$ cat src/rtl/debug_tx_sequencer_if.sv
// -----------------------------------------------------------------------------
// debug_tx_sequencer_if
// Byte handshake between the debug dump sequencer and the UART transmitter.
//   tx_start : one-cycle pulse, transmitter loads tx_data
//   tx_data  : byte to transmit, held stable until tx_done
//   tx_done  : one-cycle pulse, transmitter finished the current byte
// master = sequencer side, slave = transmitter side.
// -----------------------------------------------------------------------------
interface debug_tx_sequencer_if;
  logic       tx_start;
  logic [7:0] tx_data;
  logic       tx_done;

  modport master (
    output tx_start,
    output tx_data,
    input  tx_done
  );

  modport slave (
    input  tx_start,
    input  tx_data,
    output tx_done
  );
endinterface

$ cat src/rtl/debug_tx_sequencer.sv
// -----------------------------------------------------------------------------
// debug_tx_sequencer
// On a dump trigger, snapshots the cycle count and PC, then walks the register
// file and serializes count, pc, reg[0..N_REGS-1] MSB byte first to the UART.
//
// Ports:
//   i_clk        clock
//   i_reset      synchronous active-high reset
//   i_trigger    single-cycle dump request
//   i_count      cycle count (captured on trigger)
//   i_pc         program counter (captured on trigger)
//   o_reg_addr   register-file read address (0 outside register reads)
//   i_reg_data   register-file read data, valid 1 cycle after o_reg_addr
//   tx_if        UART byte handshake (master side)
//   o_busy       high from trigger acceptance until dump completion
//   o_done       one-cycle pulse after the last byte completes
//
// State  | Meaning
// -------+--------------------------------------------------------------
// IDLE   | waiting for trigger; snapshot taken on the accepting edge
// LOAD   | copy selected word into byte shift register
// SEND   | pulse tx_start with shift register MSB byte
// WAIT   | hold byte until tx_done; shift or advance to next word
// NEXT   | advance word index; set read address for register words
// RDREG  | register-file read latency cycle
// DONE   | pulse o_done, return to IDLE
// -----------------------------------------------------------------------------
module debug_tx_sequencer #(
  parameter int NB_DATA = 32,
  parameter int N_REGS  = 32,
  parameter int NB_ADDR = 5
) (
  input  logic                 i_clk,
  input  logic                 i_reset,
  input  logic                 i_trigger,
  input  logic [NB_DATA-1:0]   i_count,
  input  logic [NB_DATA-1:0]   i_pc,
  output logic [NB_ADDR-1:0]   o_reg_addr,
  input  logic [NB_DATA-1:0]   i_reg_data,
  debug_tx_sequencer_if.master tx_if,
  output logic                 o_busy,
  output logic                 o_done
);

  localparam int NB_BYTES = NB_DATA / 8;
  localparam int NB_BCNT  = (NB_BYTES > 1) ? $clog2(NB_BYTES) : 1;
  localparam int NB_IDX   = $clog2(N_REGS + 3);

  localparam logic [NB_BCNT-1:0] LAST_BYTE = NB_BCNT'(NB_BYTES - 1);
  localparam logic [NB_IDX-1:0]  END_IDX   = NB_IDX'(N_REGS + 2);
  localparam logic [NB_IDX-1:0]  FIRST_REG = NB_IDX'(2);

  typedef enum logic [2:0] {
    ST_IDLE,
    ST_LOAD,
    ST_SEND,
    ST_WAIT,
    ST_NEXT,
    ST_RDREG,
    ST_DONE
  } state_t;

  state_t r_state;
  state_t w_state_next;

  logic [NB_DATA-1:0] r_count_snap;
  logic [NB_DATA-1:0] r_pc_snap;
  logic [NB_DATA-1:0] r_shift;
  logic [NB_BCNT-1:0] r_byte_cnt;
  logic [NB_IDX-1:0]  r_word_idx;
  logic [NB_ADDR-1:0] r_reg_addr;

  logic [NB_IDX-1:0]  w_idx_inc;
  logic [NB_IDX-1:0]  w_idx_reg;
  logic [NB_DATA-1:0] w_load_word;
  logic               w_last_byte;
  logic               w_tx_start;

  assign w_idx_inc   = r_word_idx + NB_IDX'(1);
  assign w_idx_reg   = w_idx_inc - FIRST_REG;
  assign w_last_byte = (r_byte_cnt == LAST_BYTE);

  always_comb begin
    w_load_word = i_reg_data;
    if (r_word_idx == '0)
      w_load_word = r_count_snap;
    else if (r_word_idx == NB_IDX'(1))
      w_load_word = r_pc_snap;
  end

  always_ff @(posedge i_clk) begin
    if (i_reset)
      r_state <= ST_IDLE;
    else
      r_state <= w_state_next;
  end

  always_comb begin
    w_state_next = r_state;
    w_tx_start   = 1'b0;
    case (r_state)
      ST_IDLE:  if (i_trigger) w_state_next = ST_LOAD;
      ST_LOAD:  w_state_next = ST_SEND;
      ST_SEND: begin
        w_tx_start   = 1'b1;
        w_state_next = ST_WAIT;
      end
      ST_WAIT: begin
        if (tx_if.tx_done)
          w_state_next = w_last_byte ? ST_NEXT : ST_SEND;
      end
      ST_NEXT: begin
        if (w_idx_inc == END_IDX)
          w_state_next = ST_DONE;
        else if (w_idx_inc >= FIRST_REG)
          w_state_next = ST_RDREG;
        else
          w_state_next = ST_LOAD;
      end
      ST_RDREG: w_state_next = ST_LOAD;
      ST_DONE:  w_state_next = ST_IDLE;
      default:  w_state_next = ST_IDLE;
    endcase
  end

  always_ff @(posedge i_clk) begin
    if (i_reset) begin
      r_count_snap <= '0;
      r_pc_snap    <= '0;
      r_shift      <= '0;
      r_byte_cnt   <= '0;
      r_word_idx   <= '0;
      r_reg_addr   <= '0;
    end else begin
      case (r_state)
        ST_IDLE: begin
          if (i_trigger) begin
            r_count_snap <= i_count;
            r_pc_snap    <= i_pc;
            r_word_idx   <= '0;
            r_reg_addr   <= '0;
          end
        end
        ST_LOAD: begin
          r_shift    <= w_load_word;
          r_byte_cnt <= '0;
          // address was held through RDREG and this cycle; release it now
          r_reg_addr <= '0;
        end
        ST_WAIT: begin
          if (tx_if.tx_done && !w_last_byte) begin
            r_shift    <= {r_shift[NB_DATA-9:0], 8'h00};
            r_byte_cnt <= r_byte_cnt + NB_BCNT'(1);
          end
        end
        ST_NEXT: begin
          r_word_idx <= w_idx_inc;
          if (w_idx_inc != END_IDX && w_idx_inc >= FIRST_REG)
            r_reg_addr <= NB_ADDR'(w_idx_reg);
        end
        default: ;
      endcase
    end
  end

  assign tx_if.tx_start = w_tx_start;
  assign tx_if.tx_data  = r_shift[NB_DATA-1 -: 8];
  assign o_reg_addr     = r_reg_addr;
  assign o_busy         = (r_state != ST_IDLE);
  assign o_done         = (r_state == ST_DONE);

endmodule

$ cat src/flat_wrapper.sv
// flat-port wrapper written by rule: the top's interface ports become plain ports
module debug_tx_sequencer_flat 
#(
  parameter int NB_DATA = 32,
  parameter int N_REGS  = 32,
  parameter int NB_ADDR = 5
)
  (i_clk, i_reset, i_trigger, i_count, i_pc, o_reg_addr, i_reg_data, o_busy, o_done, tx_if_tx_start, tx_if_tx_data, tx_if_tx_done);
  debug_tx_sequencer_if tx_if_i ();
  input  logic i_clk;
  input  logic i_reset;
  input  logic i_trigger;
  input  logic [NB_DATA-1:0] i_count;
  input  logic [NB_DATA-1:0] i_pc;
  output logic [NB_ADDR-1:0] o_reg_addr;
  input  logic [NB_DATA-1:0] i_reg_data;
  output logic o_busy;
  output logic o_done;
  output wire logic [$bits(tx_if_i.tx_start)-1:0] tx_if_tx_start;
  output wire logic [$bits(tx_if_i.tx_data)-1:0] tx_if_tx_data;
  input wire logic [$bits(tx_if_i.tx_done)-1:0] tx_if_tx_done;
  assign tx_if_tx_start = tx_if_i.tx_start;
  assign tx_if_tx_data = tx_if_i.tx_data;
  assign tx_if_i.tx_done = tx_if_tx_done;
  debug_tx_sequencer #(.NB_DATA(NB_DATA), .N_REGS(N_REGS), .NB_ADDR(NB_ADDR)) u_core (.i_clk(i_clk), .i_reset(i_reset), .i_trigger(i_trigger), .i_count(i_count), .i_pc(i_pc), .o_reg_addr(o_reg_addr), .i_reg_data(i_reg_data), .tx_if(tx_if_i), .o_busy(o_busy), .o_done(o_done));
endmodule
$ cat config.mk
export PLATFORM = sky130hd
export DESIGN_NAME = debug_tx_sequencer_flat
export DESIGN_NICKNAME = d
export VERILOG_FILES = /design/src/rtl/debug_tx_sequencer_if.sv /design/src/rtl/debug_tx_sequencer.sv /design/src/flat_wrapper.sv
export SDC_FILE = /design/constraint.sdc
export NUM_CORES = 1
export LEC_CHECK = 0
export ABC_AREA = 1
export CAP_MARGIN = 10
export CELL_PAD_IN_SITES_DETAIL_PLACEMENT = 0
export CELL_PAD_IN_SITES_GLOBAL_PLACEMENT = 1
export CORE_AREA = 2 2 122 124
export CTS_BUF_LIST = sky130_fd_sc_hd__clkbuf_16
export CTS_CLUSTER_DIAMETER = 150
export CTS_CLUSTER_SIZE = 24
export DETAILED_ROUTE_END_ITERATION = 10
export DIE_AREA = 0 0 124 126
export PLACE_DENSITY = 0.9
export RECOVER_POWER = 100
export SYNTH_ARGS = -nofsm -noshare
export SYNTH_HDL_FRONTEND = slang
export SYNTH_SLANG_ARGS = --single-unit
$ cat constraint.sdc
create_clock -name i_clk -period 1.9 [get_ports i_clk]
set_clock_uncertainty 0.05 [all_clocks]
set_input_delay 0.475 -clock i_clk [delete_from_list [all_inputs] [get_ports i_clk]]
set_output_delay 0.475 -clock i_clk [all_outputs]
set_load 0.05 [all_outputs]
==> out/results.txt, run 1 <==
status - complete, no violations
Root Buffer Master - clkbuf_16
CP bufs+invs - 1
r2r endpoint - u_core.o_reg_addr[0]
Crit. Startpoint - u_core.r_state[2]
Max Clk Rate - 538 MHz
PwrDens - 892 nW/µm²
Leak - 0.00264 µW
switching share of power - 28.7%
crit-path cells - or2_2, nor2_4, buf_12
Final Cell Area - 6720 µm²
clock sink count - 112
CP max-delay cell - dfxtp_2
area grow syn2layout - 32.0%
CP required - 1.37 ns
endpoint class of the critical path - primary output
Comb power frac - 20.9%
number of fill cells - 1,531
Routed WL - 13.0 mm
kind of critical path - reg2out
Max rail drop VDD - 0.427 mV
Post-DRT Antenna Nets - 0
asr flop ratio synth - 0%
GRT Residual Overflow - 0
Syn Area/Cell - 7.12 µm²
Worst-Margin Slew - 0.633 ns
DP Area - 6410 µm²
Post-Syn Instances - 715
yosys warns - 0
clock power share - 34.0%
Crit path max-delay family - simple AND/OR/NAND/NOR gates
EDFF count, synth - 0
vias in the first global route - 4,555
Hold Violations, Final - 0
reg2reg setup slack - 0.15 ns
Setup TNS - 0 ns
htree depth - 3
worst r2r src - u_core.r_word_idx[0]
CTS tree - done
post-route DRC violation count - 0
die height - 126 µm
Crit. path cell count - 3
Boundary Pins - 116
Setup Viol. Count Final - 0
final worst path period share - 97.8%
unrepaired setup endpoints after global routing - yes
Initial DRC Count - 246
Num CTS Buffers - 9
nets - 904
critical hold path startpoint - u_core.r_pc_snap[1]
DR WL/cell - 13.1 µm
FP Rows - 44
GPL Wtd Cong - 0.806
Initial Utilization - 35.6%
core area - 14,300 µm²
minimum clock period - 1.86 ns
Util after Layout - 47.0%
Non-Filler Instances - 988
Via Count - 4,731
Detail Placement HPWL - 8.96 mm
flip-flop and latch count after synthesis - 112
clk_lat worst skew - 0.35 ns
Chip Width - 124 µm
HP Class - reg2reg
post-synth top area cell - dfxtp_1
global router's overall resource usage - 17.4%
first-pass GRT wire length - 21.7 mm
sw power - 1720 µW
top-count cell post-synth - a21oi_1
CP Capture Point - tx_if_tx_start
placed insts - 971
Critical Path Fanout Max - 5
type of origin of the critical path - register
vias per cell - 4.79
initial antenna violation count - 0
cell area after synthesis - 5090 µm²
dominant cells by area after synthesis - dfxtp_1, a21oi_1, o21ai_0
Yosys top cell area share - 44.0%
Post-synth top cells - a21oi_1, o21ai_0, dfxtp_1
max-slew violation count - 0
cts hold-fix bufs - 0
slew margin rel. - 58.0%
Pre-antenna DRT Iters - 4
Die ar. - 15,600 µm²
Buffers on Ports - 115
CP max stage delay - 0.35 ns
Synth cell types - 25
Internal Power - 4280 µW
Seq pwr share - 45.1%
overall power - 6000 µW
syn_nets - 820
ant diodes - 0
sequential fraction of the synthesis area - 44.0%
Clock Pin Slew Worst Setup and Hold Paths - 0.07 ns
R2R cell count - 12
pin count of the biggest net entering global routing - 71
prevailing post-synth register cell - dfxtp_1
max cap viols - 0
fraction of layout cells with a size suffix above 1 - 7.96%
Clock Path Buffers - 2
Critical Path AT - 1.33 ns
## registers in the layout, summed over array words and instances, names as in the netlist
register and flops:
u_core.r_pc_snap 32, u_core.r_word_idx 6, u_core.r_count_snap 32, u_core.r_shift 32, u_core.o_reg_addr 5, u_core.r_byte_cnt 2, u_core.r_state 3
## power groups by stage
stage / Sequential, µW / Clock (µW) / Combinational, µW
final: 2700 / 2040 / 1250
after global routing: 2730 / 2190 / 1410
after CTS: 2710 / 2090 / 1300
after detailed placement: 2760 / 0 / 1290
after global placement: 2750 / 0 / 1270
after floorplan: 2780 / 0 / 784
## cell families after synthesis
logic type | after synthesis | synth area share [%]
buffers and inverters | 145 | 11.7
XOR/XNOR | 1 | 0.172
flip-flops | 112 | 44.0
adder cells (fa/ha/maj) | 5 | 1.23
AND/OR/NAND/NOR | 127 | 10.8
AO/OA/AOI/OAI | 325 | 32.1
## layout by cell type (no fill, tap or decap), types with 2 or more instances in the layout
cell / count
nand4_1: 3
buf_12: 9
o21ai_1: 2
nor2_1: 16
inv_1: 81
nand2_1: 79
clkdlybuf4s50_1: 99
o21ai_0: 154
buf_4: 9
dfxtp_2: 2
ha_1: 4
clkbuf_16: 9
bufinv_16: 2
dfxtp_1: 109
a21oi_1: 166
clkbuf_2: 6
or2_2: 2
inv_2: 5
nor2_4: 2
clkinv_2: 3
nand3_1: 14
nor2_2: 2
clkbuf_1: 7
nand2_2: 3
## timing repair
| action | in CTS | in global routing |
|---|---|---|
| buffers inserted | 0 | 1 |
| pin swaps | 0 | 1 |
| cloned | 0 | 0 |
| resized for setup | 2 | 11 |
| endpoints found under the setup margin | 1 | 16 |
## layer usage
layer	up-vias	track usage (%)	share of wire (%)
met2	86	27.8	46
met4	0	3.17	0.72
li1	2542	-	-
met5	-	0	0
met1	2092	23.9	48
met3	11	4.35	4.8
## cell type report
type | count | area, µm² | share of cell area [%]
clock buffer | 9 | 225 | 3.35
clock inverter | 7 | 93.8 | 1.40
inverter | 87 | 328 | 4.88
multi-input combinational | 458 | 2290 | 34.1
sequential | 112 | 2250 | 33.4
tap | 184 | 230 | 3.42
timing repair buffer | 131 | 1310 | 19.4
## worst min-delay path, cell delays in order, from the launching register on
cell	delay [ns]
dfxtp_1	0.30
inv_1	0.05
a21oi_1	0.05
## worst min-delay path by stage
stage,to,slack (ns),depth (start not counted)
CTS,u_core.r_pc_snap[1],0.40,2
global placement,u_core.r_pc_snap[11],0.38,2
global route,u_core.r_pc_snap[25],0.42,2
floorplan,u_core.r_pc_snap[0],0.37,2
detailed placement,u_core.r_pc_snap[1],0.39,2
finish,u_core.r_pc_snap[1],0.39,2
## stage by stage
step,setup WS (ns),hold slack (ns)
after floorplan,0.0352,0.375
after global placement,-0.0806,0.382
after detailed placement,-0.0558,0.387
after CTS,0.00640,0.398
after global routing,-0.0167,0.422
final,0.0415,0.395
(Power assumes the default switching activity.)
==> inputs of run 2 (changes only) <==
--- a/config.mk
+++ b/config.mk
@@ -11,12 +11,12 @@
 export CELL_PAD_IN_SITES_GLOBAL_PLACEMENT = 1
 export CORE_AREA = 2 2 122 124
 export CTS_BUF_LIST = sky130_fd_sc_hd__clkbuf_16
-export CTS_CLUSTER_DIAMETER = 150
 export CTS_CLUSTER_SIZE = 24
 export DETAILED_ROUTE_END_ITERATION = 10
 export DIE_AREA = 0 0 124 126
 export PLACE_DENSITY = 0.9
 export RECOVER_POWER = 100
+export SKIP_CTS_REPAIR_TIMING = 1
 export SYNTH_ARGS = -nofsm -noshare
 export SYNTH_HDL_FRONTEND = slang
 export SYNTH_SLANG_ARGS = --single-unit
==> results of run 2 <==
Final layout, timing and power as in run 1 (identical DEF).
Main changes from that run: via count of the first global-routing pass 4555 -> 4556; met1 usage 23.9% -> 24.0%
==> inputs of run 3 (changes only) <==
--- a/config.mk
+++ b/config.mk
@@ -5,16 +5,16 @@
 export SDC_FILE = /design/constraint.sdc
 export NUM_CORES = 1
 export LEC_CHECK = 0
-export ABC_AREA = 1
+export ABC_AREA = 0
 export CAP_MARGIN = 10
 export CELL_PAD_IN_SITES_DETAIL_PLACEMENT = 0
 export CELL_PAD_IN_SITES_GLOBAL_PLACEMENT = 1
-export CORE_AREA = 2 2 122 124
+export CORE_AREA = 2 2 123 125
 export CTS_BUF_LIST = sky130_fd_sc_hd__clkbuf_16
 export CTS_CLUSTER_SIZE = 24
 export DETAILED_ROUTE_END_ITERATION = 10
-export DIE_AREA = 0 0 124 126
-export PLACE_DENSITY = 0.9
+export DIE_AREA = 0 0 125 127
+export PLACE_DENSITY = 0.87
 export RECOVER_POWER = 100
 export SKIP_CTS_REPAIR_TIMING = 1
 export SYNTH_ARGS = -nofsm -noshare
==> run 3 against run 2 <==
Via count grew 4.4%. Hold slack lost 0.092 ns. Utilization grew 4.7 points. Critical path type is now reg2reg. Global-route usage grew 0.80 points. Area after synthesis grew 0.22%. Highest routed layer unchanged. Die area grew 1.6%. Sequential share of layout area shrank 3.1 points. Count of clock-buffer cells in the layout is the same. Largest cell class unchanged. The flow now finishes with violations (negative setup slack).
==> out/results.txt, run 3 <==
syn_nets - 761
cell count of the worst hold path - 2
fraction of layout cells with a size suffix above 1 - 20.9%
clock sink count - 112
Leak - 0.00279 µW
EDFF count, synth - 0
yosys warns - 0
failing checks - negative setup slack
Placement Setup Slack - -0.123 ns
asr flop ratio synth - 0%
Die ar. - 15,900 µm²
GRT Residual Overflow - 0
type of origin of the critical path - register
Non-Filler Instances - 967
prevailing post-synth register cell - dfxtp_1
vias per cell - 5.11
die height - 127 µm
Setup Viol. Count Final - 4
DR WL/cell - 15.8 µm
Clock Pin Slew Worst Setup and Hold Paths - 0.07 ns
Buffers on Ports - 115
Post-DRT Antenna Nets - 0
Chip Width - 125 µm
Post-Syn Instances - 656
Syn Area/Cell - 7.78 µm²
unrepaired setup endpoints after global routing - yes
top-count cell post-synth - nand2_1
Root Buffer Master - clkbuf_16
ant diodes - 0
Worst-Margin Slew - 0.623 ns
FP Rows - 44
Setup TNS - -0.0745 ns
dominant cells by area after synthesis - dfxtp_1, a21oi_1, nand2_1
Boundary Pins - 116
nets - 884
Initial DRC Count - 262
global router's overall resource usage - 18.2%
Critical Path AT - 2.16 ns
Max Clk Rate - 518 MHz
Util after Layout - 51.6%
hold_ws - 0.303 ns
endpoint class of the critical path - register
sequential fraction of the synthesis area - 43.9%
area grow syn2layout - 45.9%
HP Class - in2reg
Routed WL - 15.3 mm
final worst path period share - 102%
GPL Wtd Cong - 0.826
Num CTS Buffers - 9
initial antenna violation count - 0
Max rail drop VDD - 0.522 mV
post-route DRC violation count - 0
placed insts - 947
post-route worst setup slack - -0.0294 ns
CTS tree - done
htree depth - 3
vias in the first global route - 4,787
minimum clock period - 1.93 ns
Yosys top cell area share - 43.9%
first-pass GRT wire length - 23.5 mm
PwrDens - 737 nW/µm²
clk_lat worst skew - 0.36 ns
flip-flop and latch count after synthesis - 112
Initial Utilization - 35.4%
Post-synth top cells - nand2_1, a21oi_1, dfxtp_1
core area - 14,400 µm²
R2R cell count - 6
commonest non-fill, non-tap cells in the layout - nand2_1, dfxtp_1, clkdlybuf4s50_1, a21oi_1, nor2_1
max cap viols - 0
max-slew violation count - 0
cell area after synthesis - 5100 µm²
pin count of the biggest net entering global routing - 65
post-synth top area cell - dfxtp_1
most common cell after layout, fill and taps aside - nand2_1
Pre-antenna DRT Iters - 6
CP required - 2.13 ns
Hold Violations, Final - 0
Regs by FF count - u_core.r_count_snap (32), u_core.r_pc_snap (32), u_core.r_shift (32)
Via Count - 4,941
Synth cell types - 39
Critical Path Fanout Max - 5
Detail Placement HPWL - 10.4 mm
slew margin rel. - 58.6%
Clock Path Buffers - 2
status - finished with violations
kind of critical path - reg2reg
[run 3: cell count changes after synthesis, sizes merged, moves of 32 or more]
cell / change
a21oi: -52
mux2i: +33
nor3: +32
o21ai: -123
nand2: +55
inv: -80
[run 3: metrics by stage]
stage	total power, µW	cell area (µm²)
after floorplan	3140	5130
after global placement	3570	6700
after detailed placement	3590	6700
after CTS	5470	6990
after global routing	5720	7450
final	5480	7450
[run 3: cell families (layout without fill, tap and decap cells)]
logic type	after synthesis	count (layout)	synth area share, %
buffers and inverters	67	194	5.96
DFF	112	112	43.9
AOI/OAI and AO/OA	195	195	21.9
adders and majority gates	5	5	1.23
and+or+nand+nor	239	239	19.7
muxes	33	33	6.47
xor gates and xnor gates	5	5	0.858
[run 3: worst paths after layout]
kind / slack (ns) / to / from
max reg2reg: -0.03 / u_core.o_reg_addr[2] / u_core.r_word_idx[3]
max: -0.03 / u_core.o_reg_addr[2] / u_core.r_word_idx[3]
min reg2reg: 0.40 / u_core.r_count_snap[8] / u_core.r_count_snap[8]
min: 0.30 / u_core.r_word_idx[4] / i_reset
[run 3: metal layers]
layer | vias to the layer above | global-route usage [%] | routed length, µm
li1 | 2512 | - | -
met1 | 2275 | 24.0 | 7040
met2 | 134 | 30.0 | 7230
met3 | 20 | 2.85 | 662
met4 | 0 | 7.39 | 330
met5 | - | 0 | 0
[run 3: layout make-up]
| type | instances | area [µm²] |
|---|---|---|
| fill | 1343 | 6980 |
| multi-input combinational | 477 | 3000 |
| sequential | 112 | 2260 |
| timing repair buffer | 172 | 1640 |
| tap | 184 | 230 |
| clock buffer | 9 | 225 |
| clock inverter | 6 | 61.3 |
| inverter | 7 | 26.3 |
[run 3: worst max-delay path, cell delays in order, from the launching register on]
cell	delay (ns)
dfxtp_4	0.39
and4_4	0.25
a21boi_4	0.06
o21a_1	0.20
o211a_4	0.26
or4_4	0.48
a21oi_2	0.16
[run 3: power by group]
group	switching [µW]	internal, µW	leakage [µW]
Clock	880	1010	0.000141
Sequential	102	2490	0.000921
Combinational	531	466	0.00173
Total	1510	3970	0.00279
